<file path="src/rtl/lc3b_types.sv">
// Shared LC-3b types: the machine word and the memory-port arbiter state encoding.
// Latency: n/a (types only).
// Backpressure: n/a (types only).
package lc3b_types;

  typedef logic [15:0] lc3b_word;

  typedef enum logic [1:0] {
    IDLE      = 2'd0,
    SERVE_IF  = 2'd1,
    SERVE_MEM = 2'd2
  } mem_arb_state_t;

endpackage

</file>
<file path="src/rtl/mem_port_arbiter.sv">
// Shares one physical memory port between the IF fetch path and the MEM stage.
// Latency: one edge from request to pmem strobe; the pmem_resp cycle returns to IDLE,
//   so back-to-back grants are two cycles apart.
// Backpressure: a requester waits (no resp) until granted and pmem_resp arrives; MEM has
//   fixed priority unless ARB_STARVE_GUARD_EN is defined, which forces an IF win after
//   STARVE_LIMIT consecutive MEM grants taken while IF was waiting.
module mem_port_arbiter
  import lc3b_types::*;
#(
  parameter int STARVE_LIMIT = 4
) (
  input  logic           clk,
  input  logic           rst,
  input  lc3b_word       if_memaddr,
  input  logic           if_memread,
  output logic           if_mem_resp,
  output logic [15:0]    if_mem_rdata,
  input  logic [15:0]    mem_address,
  input  logic           mem_read,
  input  logic           mem_write,
  input  logic [1:0]     mem_byte_enable,
  input  logic [15:0]    mem_wdata,
  output logic           mem_resp,
  output logic [15:0]    mem_rdata,
  output logic [15:0]    pmem_address,
  output logic           pmem_read,
  output logic           pmem_write,
  output logic [1:0]     pmem_byte_enable,
  output logic [15:0]    pmem_wdata,
  input  logic           pmem_resp,
  input  logic [15:0]    pmem_rdata
);

  // A zero limit would make the guard fire on the very first conflict.
  if (STARVE_LIMIT < 1) begin : g_bad_limit
    $error("mem_port_arbiter: STARVE_LIMIT must be at least 1");
  end

  mem_arb_state_t r_state;
  mem_arb_state_t w_state_nxt;

  logic           w_mem_req;
  logic           w_if_force;
  logic           w_grant_if;
  logic           w_grant_mem;
  logic           w_done;

  // Captured transaction; these registers drive the pmem port directly so it
  // stays glitch-free and ignores requester changes after the grant.
  logic [15:0]    r_addr;
  logic           r_read;
  logic           r_write;
  logic [1:0]     r_be;
  logic [15:0]    r_wdata;

  assign w_mem_req = mem_read | mem_write;
  assign w_done    = (r_state != IDLE) && pmem_resp;

`ifdef ARB_STARVE_GUARD_EN
  localparam int CNT_W = $clog2(STARVE_LIMIT + 1);
  logic [CNT_W-1:0] r_starve_cnt;

  assign w_if_force = if_memread && (r_starve_cnt == CNT_W'(STARVE_LIMIT));

  // Count MEM wins that left IF waiting; any IF win clears the debt.
  always_ff @(posedge clk or posedge rst) begin
    if (rst) begin
      r_starve_cnt <= '0;
    end else if (w_grant_if) begin
      r_starve_cnt <= '0;
    end else if (w_grant_mem && if_memread &&
                 (r_starve_cnt != CNT_W'(STARVE_LIMIT))) begin
      r_starve_cnt <= r_starve_cnt + 1'b1;
    end
  end
`else
  assign w_if_force = 1'b0;
`endif

  // State register.
  always_ff @(posedge clk or posedge rst) begin
    if (rst) begin
      r_state <= IDLE;
    end else begin
      r_state <= w_state_nxt;
    end
  end

  // Grant decision in IDLE; hold a SERVE state until the port completes.
  always_comb begin
    w_state_nxt = r_state;
    w_grant_if  = 1'b0;
    w_grant_mem = 1'b0;
    case (r_state)
      IDLE: begin
        if (w_mem_req && !w_if_force) begin
          w_state_nxt = SERVE_MEM;
          w_grant_mem = 1'b1;
        end else if (if_memread) begin
          w_state_nxt = SERVE_IF;
          w_grant_if  = 1'b1;
        end
      end
      SERVE_IF, SERVE_MEM: begin
        if (pmem_resp) begin
          w_state_nxt = IDLE;
        end
      end
      default: begin
        w_state_nxt = IDLE;
      end
    endcase
  end

  // Capture the winner's request on grant; clear back to zero when it completes.
  always_ff @(posedge clk or posedge rst) begin
    if (rst) begin
      r_addr  <= '0;
      r_read  <= 1'b0;
      r_write <= 1'b0;
      r_be    <= '0;
      r_wdata <= '0;
    end else if (w_grant_mem) begin
      r_addr  <= mem_address;
      r_read  <= !mem_write;   // read+write together is a write
      r_write <= mem_write;
      r_be    <= mem_byte_enable;
      r_wdata <= mem_wdata;
    end else if (w_grant_if) begin
      r_addr  <= if_memaddr;
      r_read  <= 1'b1;
      r_write <= 1'b0;
      r_be    <= 2'b11;
      r_wdata <= '0;
    end else if (w_done) begin
      r_addr  <= '0;
      r_read  <= 1'b0;
      r_write <= 1'b0;
      r_be    <= '0;
      r_wdata <= '0;
    end
  end

  assign pmem_address     = r_addr;
  assign pmem_read        = r_read;
  assign pmem_write       = r_write;
  assign pmem_byte_enable = r_be;
  assign pmem_wdata       = r_wdata;

  // Completion is steered to whichever requester owns the port this cycle.
  assign if_mem_resp  = pmem_resp && (r_state == SERVE_IF);
  assign mem_resp     = pmem_resp && (r_state == SERVE_MEM);
  assign if_mem_rdata = pmem_rdata;
  assign mem_rdata    = pmem_rdata;

endmodule

</file>
<file path="config.mk">
export PLATFORM = sky130hd
export DESIGN_NAME = mem_port_arbiter
export DESIGN_NICKNAME = d
export VERILOG_FILES = /design/src/rtl/lc3b_types.sv /design/src/rtl/mem_port_arbiter.sv
export SDC_FILE = /design/constraint.sdc
export NUM_CORES = 1
export LEC_CHECK = 0
export ABC_AREA = 1
export ABC_CLOCK_PERIOD_IN_PS = 2200
export BUFFER_PORTS_ARGS = -buffer_cell sky130_fd_sc_hd__buf_4
export CAP_MARGIN = 10
export CORE_UTILIZATION = 45
export CTS_CLUSTER_SIZE = 16
export DETAILED_ROUTE_END_ITERATION = 10
export PLACE_DENSITY = 0.84
export SLEW_MARGIN = 20
export SYNTH_ARGS = -nofsm -noshare
export SYNTH_HDL_FRONTEND = slang
export SYNTH_SLANG_ARGS = --single-unit
</file>
<file path="constraint.sdc">
create_clock -name clk -period 2.2 [get_ports clk]
set_input_delay 0.22 -clock clk [delete_from_list [all_inputs] [get_ports clk]]
set_output_delay 0.22 -clock clk [all_outputs]
set_load 0.01 [all_outputs]
</file>
== Yosys cells after proc, flatten, opt, wreduce, memory -nomap -nowiden ==
Index checks and enable logic that the tools add are counted.

* Register bits after elaboration: 38
* Bits of input ports: 72
* Output and inout bits: 70
* Logic and storage cells: 42

* Eq/ne operators: 4
* Muxes and demuxes: 22
* Bitwise operators: 1
* Reduce and logical (&&, ||, !) cells: 9

{| class="wikitable"
|+ Operators by type and width
! kind !! number
|-
| $mux 16 || 5
|-
| $mux 2 || 6
|-
| $mux 1 || 10
|-
| $pmux 2 s2 || 1
|-
| $logic_and 1x1->1 || 3
|-
| $ne 3x3->1 const B || 1
|-
| $reduce_bool 3->1 || 1
|-
| $eq 2x1->1 const B || 1
|-
| $eq 2x2->1 const B || 1
|-
| $logic_not 2->1 || 1
|-
| $ne 2x2->1 const B || 1
|-
| $reduce_and 2->1 || 1
|-
| $reduce_bool 2->1 || 1
|-
| $reduce_or 2->1 || 1
|-
| $logic_not 1->1 || 1
|-
| $or 1x1->1 || 1
|}

== Logic depth before layout (Yosys ltp) ==
* Word-level depth: 5
* Gate-level depth with buffers: 9

== Least setup slack after synthesis ==
OpenSTA, ideal clock, no wires.

* Path type: register to register
* Start: reg r_state[0]
* End: reg r_be[0], in the netlist pmem_byte_enable[0]
* Library setup time: 65 ps
* Arrival: 1256 ps
* Data required time: 2135 ps
* Slack: 879 ps
* Cell stages (with the launch flop): 10
* Cell sequence: dfrtp_1 inv_1 ha_1 inv_2 nor2_4 buf_4 nand2_1 nand2_1 inv_1 nand2_1

* Cells in the longest elaborated chain, start to end: 4
* Elaborated cells between the ends (all ways): 8

{| class="wikitable"
|+ Ends and longest elaborated chain
! item !! line !! RTL
|-
| start: declaration || mem_port_arbiter.sv:39 || <nowiki>mem_arb_state_t r_state;</nowiki>
|-
| start signal: assignment || mem_port_arbiter.sv:85 || <nowiki>r_state <= w_state_nxt;</nowiki>
|-
| $logic_not 2->1 || mem_port_arbiter.sv:94 || <nowiki>case (r_state)</nowiki>
|-
| $mux 1 || mem_port_arbiter.sv:94 ||
|-
| $mux 2 || mem_port_arbiter.sv:129 || <nowiki>end else if (w_grant_if) begin</nowiki>
|-
| $mux 2 || mem_port_arbiter.sv:123 || <nowiki>end else if (w_grant_mem) begin</nowiki>
|-
| end signal: assignment || mem_port_arbiter.sv:127 || <nowiki>r_be <= mem_byte_enable;</nowiki>
|-
| end: declaration || mem_port_arbiter.sv:53 || <nowiki>logic [1:0] r_be;</nowiki>
|}

Several ways; a longest one is shown, not always the timed one.
A chain may end at the register's enable or synchronous reset.

== Worst setup path in the final report ==
* Start: reg r_state[1]
* End: reg r_addr[4], in the netlist pmem_address[4]

* Cells in the longest elaborated chain, start to end: 4
* Elaborated cells between the ends (all ways): 8

{| class="wikitable"
|+ Ends and longest elaborated chain
! item !! line !! RTL
|-
| $logic_not 2->1 || mem_port_arbiter.sv:94 ||
|-
| $mux 1 || mem_port_arbiter.sv:94 ||
|-
| $mux 16 || mem_port_arbiter.sv:129 ||
|-
| $mux 16 || mem_port_arbiter.sv:123 ||
|-
| end signal: assignment || mem_port_arbiter.sv:124 || <nowiki>r_addr <= mem_address;</nowiki>
|-
| end signal: assignment || mem_port_arbiter.sv:130 || <nowiki>r_addr <= if_memaddr;</nowiki>
|-
| end: declaration || mem_port_arbiter.sv:50 || <nowiki>logic [15:0] r_addr;</nowiki>
|}

Several ways; a longest one is shown, not always the timed one.

==> results.sh <==
export IMPL_hp_class="in -> async"
export IMPL_drive_gt1_share_pct=33.3
export IMPL_slowest_stage="dfrtp_1"
export IMPL_setup_viol=0
export IMPL_irDropWorstVdd_mv=0.611
export IMPL_ant_nets=0
export IMPL_crit_chain="inv_1, ha_1, buf_4, nand3b_4, nand2_4, nand2_1, nand2_1"
export IMPL_tns_ns=0
export IMPL_synth_top_area_share_pct=45.4
export IMPL_start_util_pct=47.4
export IMPL_netSwitchingPower_w=0.00111
export IMPL_ys_seq_elements=38
export IMPL_p_sw_share_pct=37.8
export IMPL_crit_fanout=36
export IMPL_worstPathRequired_ns=2.42
export IMPL_clkSlewWorstSetupHoldPaths_ns=0.07
export IMPL_synth_nets=344
export IMPL_num_rows=24
export IMPL_drt_wl_total_mm=4.44
export IMPL_final_hold_violation_count=0
export IMPL_worstMarginPinSlew_ns=0.530
export IMPL_grt_setup_unrepaired="false"
export IMPL_maxSlewViolCount=0
export IMPL_fin_crit_sh_pct=75.7
export IMPL_ys_top_cells_by_area="dfrtp_1, nand2_1, buf_4"
export IMPL_slowest_delay_ns=0.40
export IMPL_crit_arrival_ns=1.88
export IMPL_cts_setup_buffers=0
export IMPL_drt_iter0_markers=88
export IMPL_synth_top_family_by_area="simple AND/OR/NAND/NOR gates"
export IMPL_path_common_cell="nand2_1"
export IMPL_die_y_um=70.2
export IMPL_cts_sinks=38
export IMPL_cts_resized_gates=0
export IMPL_crit_path_end_kind="register"
export IMPL_syn_to_final_growth_pct=26.8
export IMPL_period_needed_ns=1.67
export IMPL_clock_power_share_pct=16.3
export IMPL_post_route_util_pct=60.1
export IMPL_cts_made_buffers=5
export IMPL_gp_congestion=0.723
export IMPL_ys_types=16
export IMPL_grt_pass1_wl_mm=7.84
export IMPL_p_comb_share_pct=45.2
export IMPL_critPathLaunchType="register"
export IMPL_clk_latency_ns=0.28
export IMPL_antenna_found_initial=0
export IMPL_fill_cells=427
export IMPL_slew_headroom_pct=64.6
export IMPL_avgSynthCellArea_um2=7.78
export IMPL_overflow=0
export IMPL_yosys_area_share_adder_pct=1.79
export IMPL_viasPerCell=4.63
export IMPL_worst_setup_path_type="reg -> reg"
export IMPL_diodes=0
export IMPL_fp_coreArea_um2=4410
export IMPL_yosysTopAreaCell="dfrtp_1"
export IMPL_p_per_area_nw_per_um2=1110
export IMPL_nets=404
export IMPL_fmax_ghz=0.601
export IMPL_synth_mux_area_share_pct=0
export IMPL_syn_cell_area_um2=2090
export IMPL_p_int_w=0.00183
export IMPL_power_frac_seq_pct=38.5
export IMPL_die_w_um=70.2
export IMPL_drv_cap=0
export IMPL_final_common_cell="nand2_1"
export IMPL_synth_simple_area_share_pct=32.1
export IMPL_io_buffers=93
export IMPL_htreeDepth=2
export IMPL_routed_via_count=1768
export IMPL_yosysWarnings=0
export IMPL_outcome="finished, final reports clean"
export IMPL_synth_cells=269
export IMPL_cts_max_path_buffers=2
export IMPL_finalClockSkew_ns=0.00121
export IMPL_synth_compound_area_share_pct=0.359
export IMPL_mostFrequentLayoutCells="nand2_1, buf_4, dfrtp_1, inv_1, nand4_1"
export IMPL_holdBufCountCts=0
export IMPL_drtPass1Iterations=4
export IMPL_die_area_um2=4930
export IMPL_grt_max_degree=39
export IMPL_p_leak_nw=1.59
export IMPL_place_hpwl_mm=3.25
export IMPL_grt_pass1_vias=1788
export IMPL_cts_tree="built"
export IMPL_post_drt_wl_per_cell_um=11.6
export IMPL_synth_xor_xnor_area_share_pct=0
export IMPL_power_w=0.00294
export IMPL_ioPinCount=142
export IMPL_drc=0
export IMPL_cts_root_buffer="clkbuf_8"
export IMPL_ys_seq_area_share_pct=45.4
export IMPL_track_usage_pct=19.7
[synth_stat cells]
library cell / instances
o211ai_1: 1
ha_1: 3
buf_2: 4
buf_4: 34
buf_1: 1
nand4_1: 17
dfrtp_1: 38
inv_2: 1
inv_1: 25
nand3b_4: 1
nor2_4: 2
nand2_4: 1
buf_6: 4
nand2_1: 135
clkbuf_1: 1
nand3_1: 1
[path summary, 6_finish.rpt]
| path | from | to | slack (ns) | cells past startpoint |
|---|---|---|---|---|
| setup / recovery | r_state[1]$_DFFE_PP0P_ | pmem_address[4]$_DFFE_PP0P_ | 0.53 | 7 |
| hold / removal | rst | pmem_wdata[14]$_DFFE_PP0P_ | 0.05 | 3 |
| setup reg to reg | r_state[1]$_DFFE_PP0P_ | pmem_address[4]$_DFFE_PP0P_ | 0.53 | 7 |
| hold reg to reg | pmem_read$_DFFE_PP0P_ | pmem_read$_DFFE_PP0P_ | 0.48 | 2 |
| max in group asynchronous | rst | pmem_address[8]$_DFFE_PP0P_ | 1.83 | 3 |
| min in group clk | mem_wdata[5] | pmem_wdata[5]$_DFFE_PP0P_ | 0.14 | 3 |
[metal layers]
layer	vias to the layer above	part of all wire [%]	track usage [%]
li1	898	-	-
met5	-	0	0
met1	781	42	24.8
met4	0	2.1	8.00
met3	16	7.4	3.75
met2	73	48	33.3
[registers in the layout, summed over array words and instances, names as in the netlist]
name	cells
pmem_read	1
r_state	2
pmem_address	16
pmem_byte_enable	2
pmem_wdata	16
pmem_write	1
[stage by stage]
| step | cells | hold WS (ns) | worst slack [ns] | instance area [um^2] |
|---|---|---|---|---|
| after floorplan | 269 | 0.337 | 0.879 | 2090 |
| after global placement | 374 | 0.368 | 0.637 | 2560 |
| after detailed placement | 374 | 0.374 | 0.558 | 2560 |
| after CTS | 382 | 0.0692 | 0.539 | 2650 |
| after global routing | 382 | 0.0984 | 0.360 | 2650 |
| final | 382 | 0.0499 | 0.535 | 2650 |
[cell families after synthesis]
kind of cell               after synthesis
and+or+nand+nor                        157
buffers and inverters                   70
DFF                                     38
adders and majority gates                3
AOI/OAI and AO/OA                        1
[final cells by class]
class,instances,area (um^2),area share (%)
inverter,26,97.6,3.68
clock inverter,2,12.5,0.471
tap,52,65.1,2.45
timing repair buffer,97,728,27.4
sequential,38,951,35.8
multi-input combinational,161,717,27.0
clock buffer,6,82.6,3.11
[worst max-delay path, delay by kind of cell, from the launching register on]
family,cells,cell delay (ns)
adder cells (fa/ha/maj),1,0.19
buffers and inverters,2,0.37
flip-flops,1,0.40
AND/OR/NAND/NOR,4,0.63
[power by group through the flow]
| stage | Combinational, W | Sequential, W | Clock [W] |
|---|---|---|---|
| after floorplan | 0.000679 | 0.00125 | 0 |
| after global placement | 0.00131 | 0.00114 | 0 |
| after detailed placement | 0.00135 | 0.00114 | 0 |
| after CTS | 0.00135 | 0.00113 | 0.000502 |
| after global routing | 0.00150 | 0.00117 | 0.000531 |
| final | 0.00133 | 0.00113 | 0.000481 |
(Power assumes the default switching activity.)
